## src/rtl/lebug_mem_pkg.sv

```systemverilog
// Shared types and helpers for the trace-buffer memory arbiter.
package lebug_mem_pkg;

  typedef enum logic {INIT, RUN} arb_state_t;

  localparam int BURST_MAX = 16;

  // Minimum width 1 so a single-requester build still has a legal ID field.
  function automatic int clog2(input int n);
    int w;
    w = 1;
    while ((1 << w) < n) w++;
    return w;
  endfunction

endpackage

```

## src/rtl/rr_priority_pick.sv

```systemverilog
// Round-robin pick: rotate req so ptr sits at bit 0, find the first set bit, rotate the index back.
module rr_priority_pick #(
  parameter int N  = 4,
  parameter int IW = 2
) (
  input  logic [N-1:0]  req,
  input  logic [IW-1:0] ptr,
  output logic [N-1:0]  gnt,
  output logic [IW-1:0] idx,
  output logic          found
);

  logic [N-1:0]  rot;
  logic [IW-1:0] off;

  always_comb begin
    for (int i = 0; i < N; i++) rot[i] = req[(i + int'(ptr)) % N];
    off   = '0;
    found = 1'b0;
    for (int i = N - 1; i >= 0; i--) begin
      if (rot[i]) begin
        off   = IW'(i);
        found = 1'b1;
      end
    end
    idx = IW'((int'(off) + int'(ptr)) % N);
    gnt = found ? (N'(1) << idx) : '0;
  end

endmodule

```

## src/rtl/ram_port_arbiter.sv

```systemverilog
// Shares one RAM port between NUM_REQ requesters; zero-fills the RAM after reset, then grants one access per cycle.
// Optional build macro ARB_BURST_LOCK_EN adds req_lock so a requester can hold priority for up to BURST_MAX grants.
//   state | meaning
//   INIT  | zero-fill sweep over every RAM address, no grants
//   RUN   | round-robin arbitration and issue
module ram_port_arbiter
  import lebug_mem_pkg::*;
#(
  parameter int NUM_REQ    = 4,
  parameter int ID_W       = clog2(NUM_REQ),
  parameter int ADDR_W     = 8,
  parameter int DATA_W     = 32,
  parameter int RD_LATENCY = 2
) (
  input  logic                      clk,
  input  logic                      rst,
  input  logic [NUM_REQ-1:0]        req,
  input  logic [NUM_REQ-1:0]        req_we,
  input  logic [NUM_REQ*ADDR_W-1:0] req_addr,
  input  logic [NUM_REQ*DATA_W-1:0] req_wdata,
`ifdef ARB_BURST_LOCK_EN
  input  logic [NUM_REQ-1:0]        req_lock,
`endif
  output logic [NUM_REQ-1:0]        gnt,
  output logic                      rsp_valid,
  output logic [ID_W-1:0]           rsp_id,
  output logic [DATA_W-1:0]         rsp_data,
  output logic                      init_done,
  output logic [ADDR_W-1:0]         ram_address,
  output logic [DATA_W-1:0]         ram_data,
  output logic                      ram_wren,
  input  logic [DATA_W-1:0]         ram_q
);

  arb_state_t        state_q, state_d;
  logic [ADDR_W-1:0] cnt_q, cnt_d;
  logic [ID_W-1:0]   ptr_q, ptr_d;
  logic              init_done_q;
  logic [ADDR_W-1:0] ram_addr_q, ram_addr_d;
  logic [DATA_W-1:0] ram_data_q, ram_data_d;
  logic              ram_wren_q, ram_wren_d;
  logic [RD_LATENCY:0] vld_q;
  logic [ID_W-1:0]   id_q [RD_LATENCY+1];

  logic [NUM_REQ-1:0] pick_gnt;
  logic [ID_W-1:0]    pick_idx, ptr_next;
  logic               pick_found, grant, rd_issue;

`ifdef ARB_BURST_LOCK_EN
  logic [3:0]      burst_q, burst_d, burst_now;
  logic            burst_act_q, burst_act_d;
  logic [ID_W-1:0] last_idx_q, last_idx_d;
`endif

  rr_priority_pick #(.N(NUM_REQ), .IW(ID_W)) u_pick (
    .req  (req),
    .ptr  (ptr_q),
    .gnt  (pick_gnt),
    .idx  (pick_idx),
    .found(pick_found)
  );

  assign ptr_next = (int'(pick_idx) == NUM_REQ - 1) ? '0 : pick_idx + ID_W'(1);

  always_ff @(posedge clk) begin
    if (rst) state_q <= INIT;
    else     state_q <= state_d;
  end

  always_comb begin
    state_d = state_q;
    case (state_q)
      INIT:    if (cnt_q == '1) state_d = RUN;
      RUN:     state_d = RUN;
      default: state_d = INIT;
    endcase
  end

  always_comb begin
    grant      = (state_q == RUN) && pick_found;
    gnt        = grant ? pick_gnt : '0;
    rd_issue   = grant && !req_we[pick_idx];
    cnt_d      = cnt_q;
    ptr_d      = ptr_q;
    ram_addr_d = ram_addr_q;
    ram_data_d = ram_data_q;
    ram_wren_d = 1'b0;
`ifdef ARB_BURST_LOCK_EN
    burst_now   = 4'd0;
    burst_d     = 4'd0;
    burst_act_d = 1'b0;
    last_idx_d  = last_idx_q;
`endif
    if (state_q == INIT) begin
      ram_wren_d = 1'b1;
      ram_data_d = '0;
      ram_addr_d = cnt_q;
      cnt_d      = cnt_q + 1'b1;
    end else if (grant) begin
      ram_addr_d = req_addr[int'(pick_idx)*ADDR_W +: ADDR_W];
      ram_data_d = req_wdata[int'(pick_idx)*DATA_W +: DATA_W];
      ram_wren_d = req_we[pick_idx];
      ptr_d      = ptr_next;
`ifdef ARB_BURST_LOCK_EN
      // burst_now counts earlier back-to-back grants to the same requester
      burst_now   = (burst_act_q && (last_idx_q == pick_idx)) ? burst_q + 4'd1 : 4'd0;
      burst_d     = burst_now;
      burst_act_d = 1'b1;
      last_idx_d  = pick_idx;
      if (req_lock[pick_idx] && (burst_now != 4'(BURST_MAX - 1))) ptr_d = pick_idx;
`endif
    end
  end

  always_ff @(posedge clk) begin
    if (rst) begin
      cnt_q       <= '0;
      ptr_q       <= '0;
      init_done_q <= 1'b0;
      ram_addr_q  <= '0;
      ram_data_q  <= '0;
      ram_wren_q  <= 1'b0;
      vld_q       <= '0;
      for (int i = 0; i <= RD_LATENCY; i++) id_q[i] <= '0;
`ifdef ARB_BURST_LOCK_EN
      burst_q     <= 4'd0;
      burst_act_q <= 1'b0;
      last_idx_q  <= '0;
`endif
    end else begin
      cnt_q      <= cnt_d;
      ptr_q      <= ptr_d;
      ram_addr_q <= ram_addr_d;
      ram_data_q <= ram_data_d;
      ram_wren_q <= ram_wren_d;
      if (state_q == INIT && state_d == RUN) init_done_q <= 1'b1;
      vld_q[0] <= rd_issue;
      id_q[0]  <= pick_idx;
      for (int i = 1; i <= RD_LATENCY; i++) begin
        vld_q[i] <= vld_q[i-1];
        id_q[i]  <= id_q[i-1];
      end
`ifdef ARB_BURST_LOCK_EN
      burst_q     <= burst_d;
      burst_act_q <= burst_act_d;
      last_idx_q  <= last_idx_d;
`endif
    end
  end

  assign rsp_valid   = vld_q[RD_LATENCY];
  assign rsp_id      = id_q[RD_LATENCY];
  assign rsp_data    = ram_q;
  assign init_done   = init_done_q;
  assign ram_address = ram_addr_q;
  assign ram_data    = ram_data_q;
  assign ram_wren    = ram_wren_q;

endmodule

```

## config.mk

```make
export PLATFORM = sky130hd
export DESIGN_NAME = ram_port_arbiter
export DESIGN_NICKNAME = d
export VERILOG_FILES = /design/src/rtl/lebug_mem_pkg.sv /design/src/rtl/rr_priority_pick.sv /design/src/rtl/ram_port_arbiter.sv
export SDC_FILE = /design/constraint.sdc
export NUM_CORES = 1
export LEC_CHECK = 0
export CORE_AREA = 2 2 111 113
export CTS_CLUSTER_DIAMETER = 80
export DETAILED_ROUTE_END_ITERATION = 7
export DIE_AREA = 0 0 113 115
export PLACE_DENSITY_LB_ADDON = 0.25
export SLEW_MARGIN = 40
export SYNTH_ARGS = -nofsm -noshare
export SYNTH_HDL_FRONTEND = slang
export SYNTH_SLANG_ARGS = --single-unit
```

## constraint.sdc

```tcl
create_clock -name clk -period 6.2 [get_ports clk]
set_input_delay 0.93 -clock clk [delete_from_list [all_inputs] [get_ports clk]]
set_output_delay 0.93 -clock clk [all_outputs]
set_load 0.05 [all_outputs]
```

## Yosys cells after proc, flatten, opt, wreduce, memory -nomap -nowiden

Memories as Yosys holds them, arrays and structs flattened.
Index checks and enable logic that the tools add are counted.

| word-level totals | value |
|---|---|
| bits in registers | 56 |
| word-level logic and storage cells | 78 |
| memories kept | 1 |
| RAM bits | 6 |

| operators by class | value |
|---|---|
| reductions and logical operators | 9 |
| $add $sub $neg | 6 |
| bitwise gates (word level) | 7 |
| shift-type cells | 3 |
| mux-type cells | 36 |
| eq/ne operators | 3 |
| magnitude comparators | 5 |

Memories:

| memory | words | bits a word | read ports | clocked after memory_dff | wr ports | RTL line | text |
|---|---|---|---|---|---|---|---|
| id_q | 3 | 2 | 3 | 0 | 3 | ram_port_arbiter.sv:43 | `logic [ID_W-1:0] id_q [RD_LATENCY+1];` |

Operator list:

| kind | number |
|---|---|
| $shiftx 128x8->32 | 1 |
| $shiftx 32x6->8 | 1 |
| $mux 1 | 18 |
| $mux 2 | 8 |
| $mux 8 | 2 |
| $lt 3x4->1 const B | 3 |
| $bmux 1 s2 | 5 |
| $add 8x1->8 const B | 1 |
| $eq 8x8->1 const B | 1 |
| $mux 4 | 2 |
| $reduce_or 2->1 | 4 |
| $lt 2x3->1 const B | 2 |
| $add 2x2->2 const A | 2 |
| $shl 1x2->4 const A | 1 |
| $and 1x1->1 const A | 3 |
| $logic_and 1x1->1 | 3 |
| $or 1x1->1 | 3 |
| $add 1x2->2 const A | 1 |
| $add 2x1->2 const B | 1 |
| $add 2x2->2 | 1 |
| $eq 2x1->1 const B | 1 |
| $ne 2x1->1 const B | 1 |
| $pmux 1 s2 | 1 |
| $reduce_and 2->1 | 1 |
| 2 further kinds | 2 |

## Longest topological paths before layout

| depth | value |
|---|---|
| depth after elaboration | 15 |
| gate-level depth with buffers | 16 |
| mapped depth without buffers | 14 |

## By module

A second synthesis with hierarchy kept.

| second synthesis, totals | value |
|---|---|
| cell total of the unflattened synthesis | 324 |
| area total of the unflattened synthesis | 3,663.5 um2 |

Modules (own cells, without submodules):

| module | area an instance (um2) | instances | cells an instance |
|---|---|---|---|
| ram_port_arbiter | 3,373.2 | 1 | 287 |
| rr_priority_pick | 290.3 | 1 | 37 |

## Worst setup path after synthesis

Ideal clock, no wire load.

| path | value |
|---|---|
| path kind | input-to-output |
| from | input req[0] |
| to | output gnt[1] |
| stages | 12 |
| arrival | 4.045 ns |
| path buffers | 5 |
| required time | 5.270 ns |
| setup slack | 1.225 ns |
| cell sequence | buf_2 -> nor2_1 -> a211oi_1 -> a31oi_1 -> a211o_1 -> ha_1 -> buf_2 -> buf_2 -> buf_2 -> buf_2 -> inv_1 -> nor3_1 |

| on the way | value |
|---|---|
| cells in the longest elaborated chain, start to end | 11 |

Ends and longest elaborated chain:

| item | RTL line | text |
|---|---|---|
| start, declared | ram_port_arbiter.sv:17 | `input logic [NUM_REQ-1:0] req,` |
| $bmux 1 s2 | rr_priority_pick.sv:17 | `for (int i = 0; i < N; i++) rot[i] = req[(i + int'(ptr)) % N];` |
| $mux 1 (implied by the code) (2 in series) | rr_priority_pick.sv:17 |  |
| $mux 2 (3 in series) | rr_priority_pick.sv:21 | `if (rot[i]) begin` |
| $mux 2 (*) | rr_priority_pick.sv:21 |  |
| $add 2x2->2 (*) | rr_priority_pick.sv:26 | `idx = IW'((int'(off) + int'(ptr)) % N);` |
| via pick_idx[0] | ram_port_arbiter.sv:46 | `logic [ID_W-1:0] pick_idx, ptr_next;` |
| $shl 1x2->4 (*) | rr_priority_pick.sv:27 | `gnt = found ? (N'(1) << idx) : '0;` |
| $mux 4 (*) | rr_priority_pick.sv:27 |  |
| $mux 4 (*) | ram_port_arbiter.sv:81 | `gnt = grant ? pick_gnt : '0;` |
| end, declared | ram_port_arbiter.sv:24 | `output logic [NUM_REQ-1:0] gnt,` |

Mark *: on every way through the listed nets, which the timed path passes. The rest lies on a longest branch. The select of a mux whose other input is x is not followed.

## Worst setup path after layout

| path | value |
|---|---|
| from | input req[0] |
| to | output gnt[3] |

| on the way | value |
|---|---|
| cells in the longest elaborated chain, start to end | 11 |

Ends and longest elaborated chain:

| item | RTL line |
|---|---|
| $bmux 1 s2 | rr_priority_pick.sv:17 |
| $mux 1 (implied by the code) (2 in series) | rr_priority_pick.sv:17 |
| $mux 2 (4 in series) | rr_priority_pick.sv:21 |
| $add 2x2->2 | rr_priority_pick.sv:26 |
| $shl 1x2->4 | rr_priority_pick.sv:27 |
| $mux 4 | rr_priority_pick.sv:27 |
| $mux 4 (*) | ram_port_arbiter.sv:81 |

Every way passes the cells marked *; elsewhere a longest branch is shown, timed or not. The select of a mux whose other input is x is not followed.

==> run_results.csv <==
group,metric,value,unit
clock_network,cts_resized,0,
worst_setup_path,endpoint_kind,"output pin",
placement,place_congestion,0.850,
synth,netlist_area,4340,µm²
synth,synth_common_cells,"mux2i_1, a221oi_1, dfxtp_1",
sta,setup_viol,0,
power_and_ir_drop,pwr-share-comb,22.7,%
clock_network,cts.sinks,62,
synth,synthTopCellsByArea,"dfxtp_1, mux2i_1, a221oi_1",
global_routing,track_usage,21.3,%
sta,whs,436,ps
finish,nets,830,
power_and_ir_drop,pwr-share-clk,43.7,%
clock_network,cts_made_buffers,9,
synth,ys_seq_elements,62,
clock_network,clk_latency,320,ps
floorplan,die-area,13000,µm²
worst_setup_path,cp_max_fo,11,
power_and_ir_drop,ir_worst_vdd,0.0871,mV
finish,layout-drive-gt1-share,10.2,%
sta,finalCritPeriodShare,92.3,%
detailed_routing,drc,12,
sta,maxSlewHeadroom,45.4,%
power_and_ir_drop,p_int,0.905,mW
finish,syn_to_final_growth,53.9,%
synth,synth.top_cell.area_share,28.6,%
synth,syn_area_per_cell,9.24,µm²
global_routing,antenna_found_initial,0,
finish,fin_area,6670,µm²
placement,post-place-cells,761,
global_routing,grt_max_degree,68,
detailed_routing,routed_wl,14300,µm
global_routing,gr-total-overflow,0,
synth,synthXorXnorAreaFrac,1.41,%
floorplan,start_util,36.7,%
hold_path,hold_class,"flop to flop",
finish,fin_cells,776,
detailed_routing,dr.pass1.iters,7,
job,cap_violations,0,
power_and_ir_drop,pwr_density_cell,181,nW/µm²
synth,ys_warn_count,0,
synth,synth_area_leader_cell,"dfxtp_1",
sta,tightest_slew,818,ps
power_and_ir_drop,seqPwrFrac,33.6,%
power_and_ir_drop,power.static_leakage,2.48,nW
synth,async_reset_ff_share,0,%
global_routing,grt_pass1_vias,4474,
detailed_routing,vias,4457,
floorplan,rows,40,
run_status,status,"complete, but fails checks",
floorplan,core-area,11800,µm²
worst_setup_path,start_kind,"input port",
clock_network,cts-root-buf,"clkbuf_16",
synth,synthMuxAreaShare,18.9,%
detailed_routing,wl_per_cell,18.5,µm
placement,portBuffers,218,
run_status,violations,"DRC",
synth,yosysMostFrequentCell,"mux2i_1",
clock_network,postCtsSetupRepairBufs,0,
finish,multi_input_area,2640,µm²
worst_setup_path,cp.required,5270,ps
power_and_ir_drop,p_switching,0.302,mW
finish,ff_latch_area,1240,µm²
synth,synth_top_family_by_area,"compound AO/OA/AOI/OAI gates",
sta,fin_skew,5.33,ps
sta,setup_tns,0,ps
synth,synthesis.nets,674,
worst_setup_path,critPathKind,"input port to output pin",
synth,yosys.area_share.simple,11.3,%
detailed_routing,drtAntennaViolNets,0,
sta,hold_violations,0,
synth,ys_types,44,
detailed_routing,drt_iter0_drc,216,
finish,fin_util,56.5,%
synth,ys_seq_area_share,28.6,%
sta,rsz0062_at_grt,"no",
synth,synthFlopType,"dfxtp_1",
detailed_routing,viasPerCell,5.74,
worst_setup_path,worst_ep_arrival_time,4800,ps
placement,post_dp_cell_area,6360,µm²
floorplan,die_h,115,µm
synth,synth_cells,469,
synth,synth_compound_area_share,27.6,%
sta,period_minus_slack,5730,ps
clock_network,cts_hold_buf,0,
power_and_ir_drop,p_sw_share,25.1,%
finish,diodes,0,
clock_network,cts_buffer_depth,2,
floorplan,fp.dieW,113,µm
finish,n_fill_cell,1034,
synth,synthAdderAreaFrac,0.866,%
clock_network,cts.clk_slew.worst_paths,60,ps
synth,synth-edff-count,0,
clock_network,h-tree-depth,3,
placement,hpwl,10500,µm
sta,max_freq,0.175,GHz
global_routing,grt_pass1_wl,22200,µm
clock_network,cts_tree,"yes",
sta,drv_slew,0,
floorplan,io_pins,283,
[cells by family (layout without fill, tap and decap cells)]
logic type	count (synthesis)	count (layout)
flip-flops	62	62
adder cells (fa/ha/maj)	3	3
AND/OR/NAND/NOR	96	96
multiplexers	82	82
AO/OA/AOI/OAI	133	133
buffers and inverters	86	246
XOR/XNOR	7	7
[stage by stage]
step / setup WS [ps] / power, mW
3_3_place_gp: 700 / 0.681
5_1_grt: 199 / 1.26
3_5_place_dp: 470 / 0.690
2_1_floorplan: 1220 / 0.605
6_report: 474 / 1.21
4_1_cts: 461 / 1.22
[worst max-delay path, cell delays in order]
cell and delay (ps):
clkdlybuf4s50_1 640, nor2_1 120, a211oi_1 250, a31oi_1 70, a211o_1 280, ha_4 180, xnor2_1 310, o21ai_1 360
and2_1 380, inv_2 120, ha_1 170, and3_1 150, clkdlybuf4s50_1 800
[state kept, by name, summed over array words and instances, names as in the netlist]
signal       flops
ram_data        32
init_done        1
ptr_q            2
id_q             6
state_q          1
vld_q            3
cnt_q            8
ram_wren         1
ram_address      8
[cell type report]
class                           instances  share of cell area (%)
Multi-Input combinational cell        321                    39.6
Sequential cell                        62                    18.6
Clock inverter                          3                   0.637
Timing Repair Buffer                  229                    34.3
Tap cell                              147                    2.76
Inverter                                2                   0.112
Clock buffer                           12                    3.99
[per-layer routing]
| metal | share of wire, % | vias to the layer above | GRT usage, % |
|---|---|---|---|
| met5 | 0 | - | 0 |
| met3 | 9.3 | 23 | 7.33 |
| met2 | 50 | 220 | 38.0 |
| li1 | - | 2126 | - |
| met4 | 2.1 | 0 | 7.56 |
| met1 | 39 | 2088 | 23.6 |
[cell usage in the layout (no fill, tap or decap), types with 7 or more instances in the layout]
cell type	n
o221a_1	8
o221a_2	24
o311ai_1	8
nor2b_1	9
clkbuf_16	9
nand2b_1	7
buf_4	8
mux2i_1	82
nand2_1	8
clkdlybuf4s50_1	217
a221oi_1	64
a21o_1	9
dfxtp_1	62
nor2_1	27
nand3_1	20
[power by group through the flow]
stage	clock network [mW]	logic (mW)	registers [mW]
after floorplan	0	0.185	0.420
after global placement	0	0.267	0.415
after detailed placement	0	0.275	0.415
after CTS	0.534	0.275	0.406
after global routing	0.553	0.295	0.407
final	0.527	0.274	0.406
[worst paths after layout]
kind / slack (ps) / end / cells after the start / startpoint
max reg2reg: 2740 / ram_data[11] / 9 / ptr_q[0]
min: 440 / vld_q[2] / 1 / vld_q[1]
min reg2reg: 440 / vld_q[2] / 1 / vld_q[1]
max: 470 / gnt[3] / 13 / req[0]
(Power assumes the default switching activity.)
